--- config.mk ---
export PLATFORM = sky130hd
export DESIGN_NAME = uart_rx_buffer
export DESIGN_NICKNAME = d
export VERILOG_FILES = /design/src/rtl/uart_rx_buffer.sv
export SDC_FILE = /design/constraint.sdc
export NUM_CORES = 1
export LEC_CHECK = 0
export CORE_ASPECT_RATIO = 1.4
export CORE_MARGIN = 4
export CORE_UTILIZATION = 55
export CTS_BUF_LIST = sky130_fd_sc_hd__clkbuf_8
export CTS_CLUSTER_SIZE = 25
export DETAILED_ROUTE_END_ITERATION = 8
export GPL_TIMING_DRIVEN = 1
export PLACE_DENSITY = 0.86
export SLEW_MARGIN = 20
export SYNTH_ARGS = -nofsm -noshare
export SYNTH_HDL_FRONTEND = slang
export SYNTH_SLANG_ARGS = --single-unit
--- constraint.sdc ---
create_clock -name clock -period 4.6 [get_ports clock]
set_clock_uncertainty 0.15 [all_clocks]
set_input_delay 1.38 -clock clock [delete_from_list [all_inputs] [get_ports clock]]
set_output_delay 1.38 -clock clock [all_outputs]
set_load 0.05 [all_outputs]
--- src/rtl/uart_rx_buffer.sv ---
// rtl/uart_rx_buffer.sv - UART receive CDC, FWFT byte FIFO, overflow flag and idle-line timeout
module uart_rx_buffer #(
    parameter int P_DEPTH = 16,
    parameter int P_LW    = 5
) (
    input  logic              clock,
    input  logic              reset,
    input  logic [7:0]        i_rx_data,
    input  logic              i_rx_valid,
    input  logic              i_flush,
    input  logic              i_clr_overflow,
    input  logic [23:0]       i_timeout_cycles,
    output logic [7:0]        o_data,
    output logic              o_valid,
    input  logic              i_ready,
    output logic [P_LW-1:0]   o_level,
    output logic              o_overflow,
    output logic              o_idle_timeout
);

    localparam int AW = P_LW - 1;
    localparam logic [P_LW-1:0] PTR_ONE = 1;
    localparam logic [0:0] ST_IDLE  = 1'b0;
    localparam logic [0:0] ST_ARMED = 1'b1;

    logic s1, s2, s3;
    // primed/rx_armed make sure a level already high when reset releases is not
    // taken as a fresh byte: the line must be seen low once before edges count.
    logic primed, rx_armed;
    logic push_evt;

    logic [P_LW-1:0] wr_ptr, rd_ptr;
    logic [7:0]      mem [P_DEPTH];
    logic            full, empty, pop, push_ok, ovf_set;

    logic [0:0]  state;
    logic [23:0] cnt;

    // Two-flop synchronizer plus edge-detect delay flop, with the post-reset low-line qualifier
    always_ff @(posedge clock or posedge reset) begin
        if (reset) begin
            s1       <= 1'b0;
            s2       <= 1'b0;
            s3       <= 1'b0;
            primed   <= 1'b0;
            rx_armed <= 1'b0;
        end else begin
            s1     <= i_rx_valid;
            s2     <= s1;
            s3     <= s2;
            primed <= 1'b1;
            if (primed && !s1)
                rx_armed <= 1'b1;
        end
    end

    assign push_evt = s2 & ~s3 & rx_armed;

    assign empty   = (wr_ptr == rd_ptr);
    assign full    = (wr_ptr[AW-1:0] == rd_ptr[AW-1:0]) && (wr_ptr[AW] != rd_ptr[AW]);
    assign pop     = ~empty & i_ready & ~i_flush;
    // A pop on a full FIFO frees the slot the incoming byte lands in.
    assign push_ok = push_evt & ~i_flush & (~full | pop);
    assign ovf_set = push_evt & ~i_flush & full & ~pop;

    // Read/write pointers; flush returns both to zero and overrides push/pop
    always_ff @(posedge clock or posedge reset) begin
        if (reset) begin
            wr_ptr <= '0;
            rd_ptr <= '0;
        end else if (i_flush) begin
            wr_ptr <= '0;
            rd_ptr <= '0;
        end else begin
            if (push_ok)
                wr_ptr <= wr_ptr + PTR_ONE;
            if (pop)
                rd_ptr <= rd_ptr + PTR_ONE;
        end
    end

    // Byte storage, intentionally not reset
    always_ff @(posedge clock) begin
        if (push_ok)
            mem[wr_ptr[AW-1:0]] <= i_rx_data;
    end

    assign o_data  = mem[rd_ptr[AW-1:0]];
    assign o_valid = ~empty;
    assign o_level = wr_ptr - rd_ptr;

    // Sticky overflow; a new drop in the clear cycle keeps the flag set
    always_ff @(posedge clock or posedge reset) begin
        if (reset)
            o_overflow <= 1'b0;
        else if (ovf_set)
            o_overflow <= 1'b1;
        else if (i_clr_overflow)
            o_overflow <= 1'b0;
    end

    // Idle-line timer: armed by any byte edge, pulses after i_timeout_cycles quiet cycles
    always_ff @(posedge clock or posedge reset) begin
        if (reset) begin
            state          <= ST_IDLE;
            cnt            <= '0;
            o_idle_timeout <= 1'b0;
        end else begin
            o_idle_timeout <= 1'b0;
            case (state)
                ST_IDLE: begin
                    if (push_evt && (i_timeout_cycles != 24'd0)) begin
                        state <= ST_ARMED;
                        cnt   <= '0;
                    end
                end
                default: begin
                    if (i_timeout_cycles == 24'd0) begin
                        state <= ST_IDLE;
                        cnt   <= '0;
                    end else if (push_evt) begin
                        cnt <= '0;
                    end else if (cnt == (i_timeout_cycles - 24'd1)) begin
                        o_idle_timeout <= 1'b1;
                        state          <= ST_IDLE;
                        cnt            <= '0;
                    end else begin
                        cnt <= cnt + 24'd1;
                    end
                end
            endcase
        end
    end

endmodule

Word level (Yosys, flattened, before mapping). Memories as Yosys holds them, arrays and structs flattened. Cells that the tools add are included.

Register bits after elaboration: 42. Memory bits (writable): 128. Input port bits: 38. Output and inout bits: 16. Word-level logic and storage cells: 67. Memories: 1.

$add $sub $neg: 5. Equality and inequality tests: 4. Mux-type cells: 22. Bitwise logic cells: 14. Reduce and logical (&&, ||, !) cells: 10.

Memories: mem (depth 16, bits a word 8, read ports 1, clocked after memory_dff 0, wr ports 1, RTL line 33) `logic [7:0] mem [P_DEPTH];`.

Operators by type and width (count): 24-bit 2-to-1 mux (5); 24-bit by 1-bit adder with 24-bit output, second input constant (1); 24-bit equality test (1); 24-bit logical NOT (1); 24-bit nonzero test (1); 24-bit by 1-bit subtractor with 24-bit output, second input constant (1); 5-bit 2-to-1 mux (4); 1-bit 2-to-1 mux (13); 5-bit by 1-bit adder with 5-bit output, second input constant (2); 1-bit AND (8); 2-bit nonzero test (4); 5-bit equality test (1); 1-bit NOT (5); 5-bit subtractor (1); 4-bit equality test (1); 1-bit logical AND (3); 1-bit logical NOT (1); 1-bit inequality test (1); 1-bit bitwise OR (1).

Logic depth before layout (Yosys ltp). Gate-level depths: netlist (run 1).

Depth in word-level cells: 8. Gate-level depth with buffers: 12. Depth with buffers taken out: 10.

Worst setup path before layout (run 1). No wires, ideal clock.

Path kind: in2reg. Start point: input i_timeout_cycles[1]. End point: register cnt[2]. Library setup time: 121 ps. Data arrival time: 4048 ps. Data required time: 4329 ps. Path slack: 281 ps. Cell stages on the path: 10. Path buffers: 2. Cells stage by stage: or4_1 -> buf_2 -> or4_4 -> o22a_1 -> nor4_2 -> nand4_1 -> nor4_4 -> buf_6 -> o31ai_1 -> a22o_1.

Word-level cells in the longest chain between the ends: 6. Elaborated cells between the ends (all ways): 10. Classes of those cells: 1 x add/sub; 1 x eq/ne; 4 x mux; 4 x reduce/logical.

Ends and longest elaborated chain: from (decl) (RTL line 12) `input logic [23:0] i_timeout_cycles,`; 24-bit by 1-bit subtractor with 24-bit output (RTL line 123) `end else if (cnt == (i_timeout_cycles - 24'd1)) begin`; 24-bit equality test (RTL line 123); 24-bit 2-to-1 mux (RTL line 123); 24-bit 2-to-1 mux (RTL line 121) `end else if (push_evt) begin`; 24-bit 2-to-1 mux (RTL line 118) `if (i_timeout_cycles == 24'd0) begin`; 24-bit 2-to-1 mux (RTL line 110) `case (state)`; to (signal assigned) (RTL line 128) `cnt <= cnt + 24'd1;`; to (decl) (RTL line 37) `logic [23:0] cnt;`.

Parallel ways exist; a longest one is shown, timed or not. A chain may end at the register's enable or synchronous reset.

Final worst setup path (run 1).
Start point: register rd_ptr[0]. End point: output o_data[0].

Word-level cells in the longest chain between the ends: 1.

Ends and longest elaborated chain: from (decl) (RTL line 32) `logic [P_LW-1:0] wr_ptr, rd_ptr;`; from (signal assigned) (RTL line 78) `rd_ptr <= rd_ptr + PTR_ONE;`; memory 16 x 8 bit; to (decl) (RTL line 13) `output logic [7:0] o_data,`.

Every way passes these cells.

==> results by group, run 1 <==
Die
  • Die H: between 150 and 200 um
  • I/O Pins: between 50 and 60
  • Initial Util: 56.1%
  • Total Die Area: 16800 um^2
  • Core area: about 14000 um^2
  • Die width: 111 um
  • Row count: 52

STA
  • Worst slew pin tran: approximately 610 ps
  • F_max: between 0.2 and 0.25 GHz
  • Setup violations, final: 0
  • Final Hold Vio Count: 0
  • Final critical-path share of the clock period: 97.3%
  • RSZ-0062 raised after global routing: no
  • PnR worst setup slack: about 130 ps
  • Max_slew headroom: between 50% and 60%
  • Post-layout min period: 4470 ps
  • Hold Slack: ~240 ps
  • Max-slew violations: 0

Global route
  • Vias in the first global route: around 5500
  • Largest net degree at the start of global routing: 34
  • GRT overflow: 0
  • Antenna violations before repair: 0
  • Overall Global Routing Usage: approximately a quarter
  • First-pass GRT wire length: roughly 30 mm

Drt
  • Drt wl/cell: around 22 um
  • DR iter-0 viols: 391
  • DR vias/cell: 6.15
  • Number of remaining DRC errors: 0
  • ANT nets after route: 0
  • DRT Pass-1 Iters: 7
  • DR vias: about 5300
  • Routed WL: ~19 mm

Clock tree
  • CTS Root Buffer Type: clkbuf_8
  • Clock sink count: 170
  • H-Tree Depth: 4
  • Num CTS Buffers: 17
  • CTS max path bufs: 2
  • Worst skew pair latency: approximately 440 ps
  • Cts hold-fix bufs: 0
  • Clock-pin slew on the worst setup and hold paths: ~80 ps
  • TritonCTS clock tree: built

Finish
  • Synthesis-to-finish area growth: 17.3%
  • Post-layout util: 65.9%
  • Fraction of layout cells with a size suffix above 1: about 18%
  • Commonest non-fill, non-tap cell in the layout: edfxtp_1
  • Commonest cells after routing, fill and taps aside: edfxtp_1 (128), clkdlybuf4s50_1 (43), dfrtp_1 (41), mux4_2 (40), buf_4 (38)
  • Layout Nets: ~710
  • Antenna fix cells: 0

Job
  • Max_cap viols: 0

Power and ir drop
  • Leak pwr: between 3 and 4 nW
  • VDD IR max: roughly 0.22 mV
  • Total power per unit cell area: 347 nW/um^2

Yosys
  • Synthesized area: around 8100 um^2
  • Syn nets: 619
  • Seq/Total Area, Yosys: roughly 60%
  • Distinct cells, synth: 57
  • Synth Flop Type: edfxtp_1
  • Ys async rst share: 24.7%
  • Post-synth EDFFs: around 130
  • Flops & latches, synth: 170
  • Syn_area_per_cell: approximately 14 um^2
  • Synth warnings: 0
  • Post-Synthesis Cells: roughly 570

Placement
  • PortBufs: 53
  • Worst slack at placement: -107 ps
  • DPL Wire Length: about 14 mm
  • Gpl congestion: 0.825

Critical path
  • Worst path cell trace: buf_12 -> mux4_2 -> mux4_2 -> clkdlybuf4s50_1
  • Startpoint types: flop
  • Critical Path AT: 2940 ps
  • WP data required: about 3000 ps
  • WS Path Type: flop to output pin
  • CP most frequent cell: mux4_2
  • Highest-delay cell along the critical path: clkdlybuf4s50_1
  • Setup crit end kind: output pin
  • Critical Path Fanout Max: 32
  • Slowest stage delay, CP: between 700 and 800 ps

Hold path
  • Hold Path Class: flop to flop

Outcome
  • Outcome: finished, final reports clean
## metal layers
layer / up-vias / track usage (%) / routed length, um
met5: - / 0 / 0
met4: 0 / 7.09 / 482
met3: 48 / 4.29 / 869
met2: 203 / 46.5 / 10900
met1: 2655 / 26.9 / 6870
li1: 2376 / - / -
## report_power, final
part	total, mW	internal [mW]	switching (mW)
clock network	1.07	0.546	0.520
registers	1.71	1.67	0.0367
logic	0.528	0.242	0.287
total	3.30	2.46	0.843
## metrics by stage
step                      cell area, um^2  setup TNS [ps]  total power [mW]  std cells
after floorplan                      8110               0              2.07        569
after global placement               9090            -380              2.24        827
after detailed placement             9090           -1240              2.27        827
after CTS                            9500               0              3.32        859
after global routing                 9520               0              3.43        859
final                                9520               0              3.30        859
## path summary, 6_finish.rpt
check | startpoint | endpoint | slack (ps) | cells past startpoint
max in group asynchronous | reset | rx_armed | 2530 | 3
hold / removal | s1 | s2 | 240 | 0
setup / recovery | rd_ptr[0] | o_data[0] | 130 | 4
min in group asynchronous | reset | wr_ptr[1] | 1040 | 2
hold reg to reg | s1 | s2 | 240 | 0
setup reg to reg | rd_ptr[2] | mem[1][4] | 1360 | 8
## critical path: cells and delay by family (launching register included)
| kind | cells | cell delay, ps |
|---|---|---|
| buffers and inverters | 2 | 1000 |
| flip-flops | 1 | 470 |
| multiplexers | 2 | 1030 |
## sequential cells by signal, summed over array words and instances, names as in the netlist, 5 cells and up
register	count
mem	128
cnt	24
wr_ptr	5
rd_ptr	5
## layout make-up
cell class | count | area, um^2
tap | 189 | 236
clock buffer | 18 | 248
inverter | 22 | 82.6
fill | 1007 | 4930
timing repair buffer | 91 | 863
clock inverter | 14 | 158
sequential | 170 | 4900
multi-input combinational | 355 | 3030
## logic make-up (layout without fill, tap and decap cells)
logic type	after synthesis	count (layout)	synth area share [%]
buffers and inverters	44	145	2.25
adder cells (fa/ha/maj)	12	12	1.94
AO/OA/AOI/OAI	80	80	7.08
AND/OR/NAND/NOR	176	176	12.2
other	1	1	0.0462
flip-flops	170	170	60.4
multiplexers	42	42	11.4
XOR/XNOR	44	44	4.75
## cells in the mapped netlist (all sizes together) (2+ instances only)
cell	instances	share of area (%)
mux4	40	11
or4	7	0.69
a22o	7	0.76
nor4	12	1.3
nor4b	2	0.22
nand3	16	0.99
and2	20	1.5
edfxtp	128	47
ha	11	1.7
o22a	2	0.22
and3	7	0.54
nor3b	5	0.46
nand4	8	0.62
xor2	20	2.2
buf	8	0.59
nand4b	2	0.22
a211oi	9	0.83
nor3	10	0.62
a21o	12	1.1
a21oi	9	0.56
xnor2	24	2.6
mux2i	2	0.25
dfrtp	42	13
inv	22	1.0
nor2b	9	0.69
or2	6	0.46
clkbuf	14	0.65
o21ai	10	0.62
nand2	29	1.3
nor2	28	1.3
nand3b	2	0.19
or3	11	0.85
o31ai	19	1.8
## repair_timing
item,4_1_cts,5_1_grt
setup buffers,0,0
resized for setup,0,7
hold endpoints to repair,0,0
endpoints found under the setup margin,0,7
No activity file was read; power rests on OpenSTA's default activity.
==> inputs of run 2 (changes only) <==
--- a/config.mk
+++ b/config.mk
@@ -9,6 +9,7 @@
 export CORE_MARGIN = 4
 export CORE_UTILIZATION = 55
 export CTS_BUF_LIST = sky130_fd_sc_hd__clkbuf_8
+export CTS_CLUSTER_DIAMETER = 80
 export CTS_CLUSTER_SIZE = 25
 export DETAILED_ROUTE_END_ITERATION = 8
 export GPL_TIMING_DRIVEN = 1
==> results of run 2 <==
Final layout, timing and power as in run 1 (identical DEF).
==> inputs of run 3 (changes only) <==
--- a/config.mk
+++ b/config.mk
@@ -6,7 +6,7 @@
 export NUM_CORES = 1
 export LEC_CHECK = 0
 export CORE_ASPECT_RATIO = 1.4
-export CORE_MARGIN = 4
+export CORE_MARGIN = 2
 export CORE_UTILIZATION = 55
 export CTS_BUF_LIST = sky130_fd_sc_hd__clkbuf_8
 export CTS_CLUSTER_DIAMETER = 80
==> run 3 against run 2 <==
Compared with the run above: hold slack worse by 2.2 ps; critical endpoint is now o_data[3]; critical path depth stayed put; first-iteration DRC count is 23% higher; sequential share of layout area hardly changed; count of clock-buffer cells in the layout is 1 lower; utilization is 0.052 points lower; register-to-register slack worse by 100 ps; clock power is 4% lower; wire length is 0.77% lower; non-clock buffer count is 1 lower; critical path type unchanged; combinational power is 2% higher.
==> results by group, run 3 (synthesis gave the netlist of run 1 again) <==
Clock tree
  • H-Tree Depth: 4 (unchanged)
  • CTS Root Buffer Type: clkbuf_8 (unchanged)
  • Clock sink count: 170 (unchanged)
  • Num CTS Buffers: 17 (unchanged)
  • Clock-pin slew on the worst setup and hold paths: 100 ps (was 80 ps)
  • TritonCTS clock tree: built (unchanged)
  • Worst skew pair latency: 460 ps (was 440 ps)
  • CTS max path bufs: 2 (unchanged)
  • Cts hold-fix bufs: 0 (unchanged)
  • Setup Buffers After CTS: 0 (unchanged)

STA
  • Max-slew violations: 0 (unchanged)
  • Setup violations, final: 0 (unchanged)
  • Final Hold Vio Count: 0 (unchanged)
  • Max_slew headroom: 49.0% (was 59.1%)
  • RSZ-0062 raised after global routing: no (unchanged)
  • Worst slew pin tran: 761 ps (was 611 ps)
  • Post-layout min period: 4510 ps (was 4470 ps)
  • F_max: 0.222 GHz (was 0.223 GHz)
  • Final critical-path share of the clock period: 98.0% (was 97.3%)
  • Final setup TNS: 0 ps (unchanged)

Hold path
  • HP Start: s1 (unchanged)
  • Worst Hold End: s2 (unchanged)
  • Hold Path Depth: 0 (unchanged)
  • Hold Path Class: flop to flop (unchanged)

Drt
  • DR iter-0 viols: 481 (was 391)
  • Drt wl/cell: 22.2 um (was 22.3 um)
  • DRT Pass-1 Iters: 5 (was 7)
  • DR vias/cell: 6.17 (was 6.15)
  • Number of remaining DRC errors: 0 (unchanged)
  • ANT nets after route: 0 (unchanged)
  • DR vias: 5293 (was 5282)
  • Routed WL: 19.0 mm (was 19.2 mm)

Finish
  • Synthesis-to-finish area growth: 17.3% (about the same)
  • Max reg flops: 128 (unchanged)
  • Flip-flop and latch area: 4900 um^2 (unchanged)
  • Fillers: 1033 (was 1007)
  • Layout Nets: 706 (was 707)
  • Fraction of layout cells with a size suffix above 1: 18.8% (was 18.1%)
  • Area of the multi-input gates: 3040 um^2 (was 3030 um^2)
  • Post-route insts no fill: 858 (was 859)
  • Antenna fix cells: 0 (unchanged)
  • Commonest cells after routing, fill and taps aside: edfxtp_1 (128), clkdlybuf4s50_1 (50), dfrtp_1 (41), mux4_2 (40), buf_4 (36) (was edfxtp_1 (128), clkdlybuf4s50_1 (43), dfrtp_1 (41), mux4_2 (40), buf_4 (38))
  • Commonest non-fill, non-tap cell in the layout: edfxtp_1 (unchanged)

Critical path
  • FF-to-FF setup slack: 1260 ps (was 1360 ps)
  • Startpoint types: flop (unchanged)
  • Delay-heaviest family, CP: multiplexers (unchanged)
  • Worst path cell trace: buf_4 -> mux4_2 -> mux4_2 -> clkdlybuf4s50_1 (was buf_12 -> mux4_2 -> mux4_2 -> clkdlybuf4s50_1)
  • CP Launch Point: rd_ptr[0] (unchanged)
  • CP most frequent cell: mux4_2 (unchanged)
  • Capturing point of the worst reg2reg path: mem[0][0] (was mem[1][4])
  • Cell depth of the worst setup path: 4 (unchanged)
  • Worst r2r src: rd_ptr[2] (unchanged)
  • Highest-delay cell along the critical path: clkdlybuf4s50_1 (unchanged)
  • Setup crit end kind: output pin (unchanged)
  • WS Path Type: flop to output pin (unchanged)
  • Slowest stage delay, CP: 740 ps (was 710 ps)
  • CP Buf/Inv Count: 2 (unchanged)
  • Critical Path AT: 2980 ps (was 2940 ps)
  • Critical Path Fanout Max: 10 (was 32)
  • Worst reg2reg path depth: 8 (unchanged)
  • WP data required: 3070 ps (about the same)

Die
  • Initial Util: 56.1% (unchanged)
  • Die width: 107 um (was 111 um)
  • Total Die Area: 15700 um^2 (was 16800 um^2)
  • Core area: 14400 um^2 (unchanged)
  • Die H: 148 um (was 152 um)
  • I/O Pins: 54 (unchanged)
  • Row count: 52 (unchanged)

Power and ir drop
  • Switching Share: 28.8% (was 25.5%)
  • Power Internal: 2.33 mW (was 2.46 mW)
  • Sequential cell fraction of total power: 52.1% (was 51.7%)
  • Total power per unit cell area: 344 nW/um^2 (was 347 nW/um^2)
  • P_sw: 0.942 mW (was 0.843 mW)
  • Leak pwr: 3.37 nW (was 3.45 nW)
  • Part of the power in combinational logic: 16.4% (was 16.0%)
  • Clock share of power: 31.5% (was 32.3%)
  • VDD IR max: 0.174 mV (was 0.216 mV)

Global route
  • Overall Global Routing Usage: 25.4% (was 24.0%)
  • Vias in the first global route: 5537 (was 5458)
  • Largest net degree at the start of global routing: 29 (was 34)
  • First-pass GRT wire length: 29.8 mm (was 30.5 mm)
  • GRT overflow: 0 (unchanged)
  • Antenna violations before repair: 0 (unchanged)

Placement
  • Gpl congestion: 0.863 (was 0.825)
  • PortBufs: 53 (unchanged)
  • DPL Wire Length: 14.0 mm (was 13.8 mm)
  • Placed cells: 826 (was 827)

Outcome
  • Outcome: finished, final reports clean (unchanged)

Job
  • Max_cap viols: 0 (unchanged)
==> run 3: power groups by stage <==
stage                     sequential [mW]  clock (mW)  combinational, mW
after floorplan                      1.72           0              0.345
after global placement               1.73           0              0.512
after detailed placement             1.74           0              0.537
after CTS                            1.70        1.04              0.540
after global routing                 1.71        1.11              0.572
final                                1.71        1.03              0.538
==> run 3: worst max path at each step <==
stage / endpoint / slack (ps)
floorplan: cnt[2] / 280
global placement: cnt[2] / -210
detailed placement: cnt[9] / -320
CTS: o_data[3] / 40
global route: o_data[3] / 20
finish: o_data[3] / 90
==> run 3: cell type report <==
type	count	area share (%)
clock buffers	17	2.46
clock inverters	15	1.79
inverters	22	0.869
multi-input cells	355	32.0
flip-flops and latches	170	51.5
well taps	189	2.49
repair buffers	90	8.95
==> run 3: metal layers <==
layer	global-route usage (%)	up-vias	part of all wire, %
met5	0	-	0
met4	12.9	0	4.5
met3	5.60	66	5.7
met2	46.3	224	56
met1	27.5	2632	34
li1	-	2371	-
==> run 3: stage by stage <==
step | util [%] | setup WS [ps] | cell area [um^2] | hold WS, ps | power (mW)
after global placement | 63.0 | -205 | 9100 | 208 | 2.25
after detailed placement | 63.0 | -322 | 9100 | 215 | 2.27
final | 65.8 | 92.0 | 9510 | 234 | 3.27
after global routing | 65.8 | 17.6 | 9510 | 246 | 3.39
after floorplan | - | 281 | 8110 | 204 | 2.07
after CTS | 65.8 | 39.8 | 9500 | 238 | 3.29
==> run 3: timing repair <==
| action | CTS | global route |
|---|---|---|
| resized for setup | 0 | 1 |
| hold endpoints to repair | 0 | 0 |
| endpoints found under the setup margin | 0 | 7 |
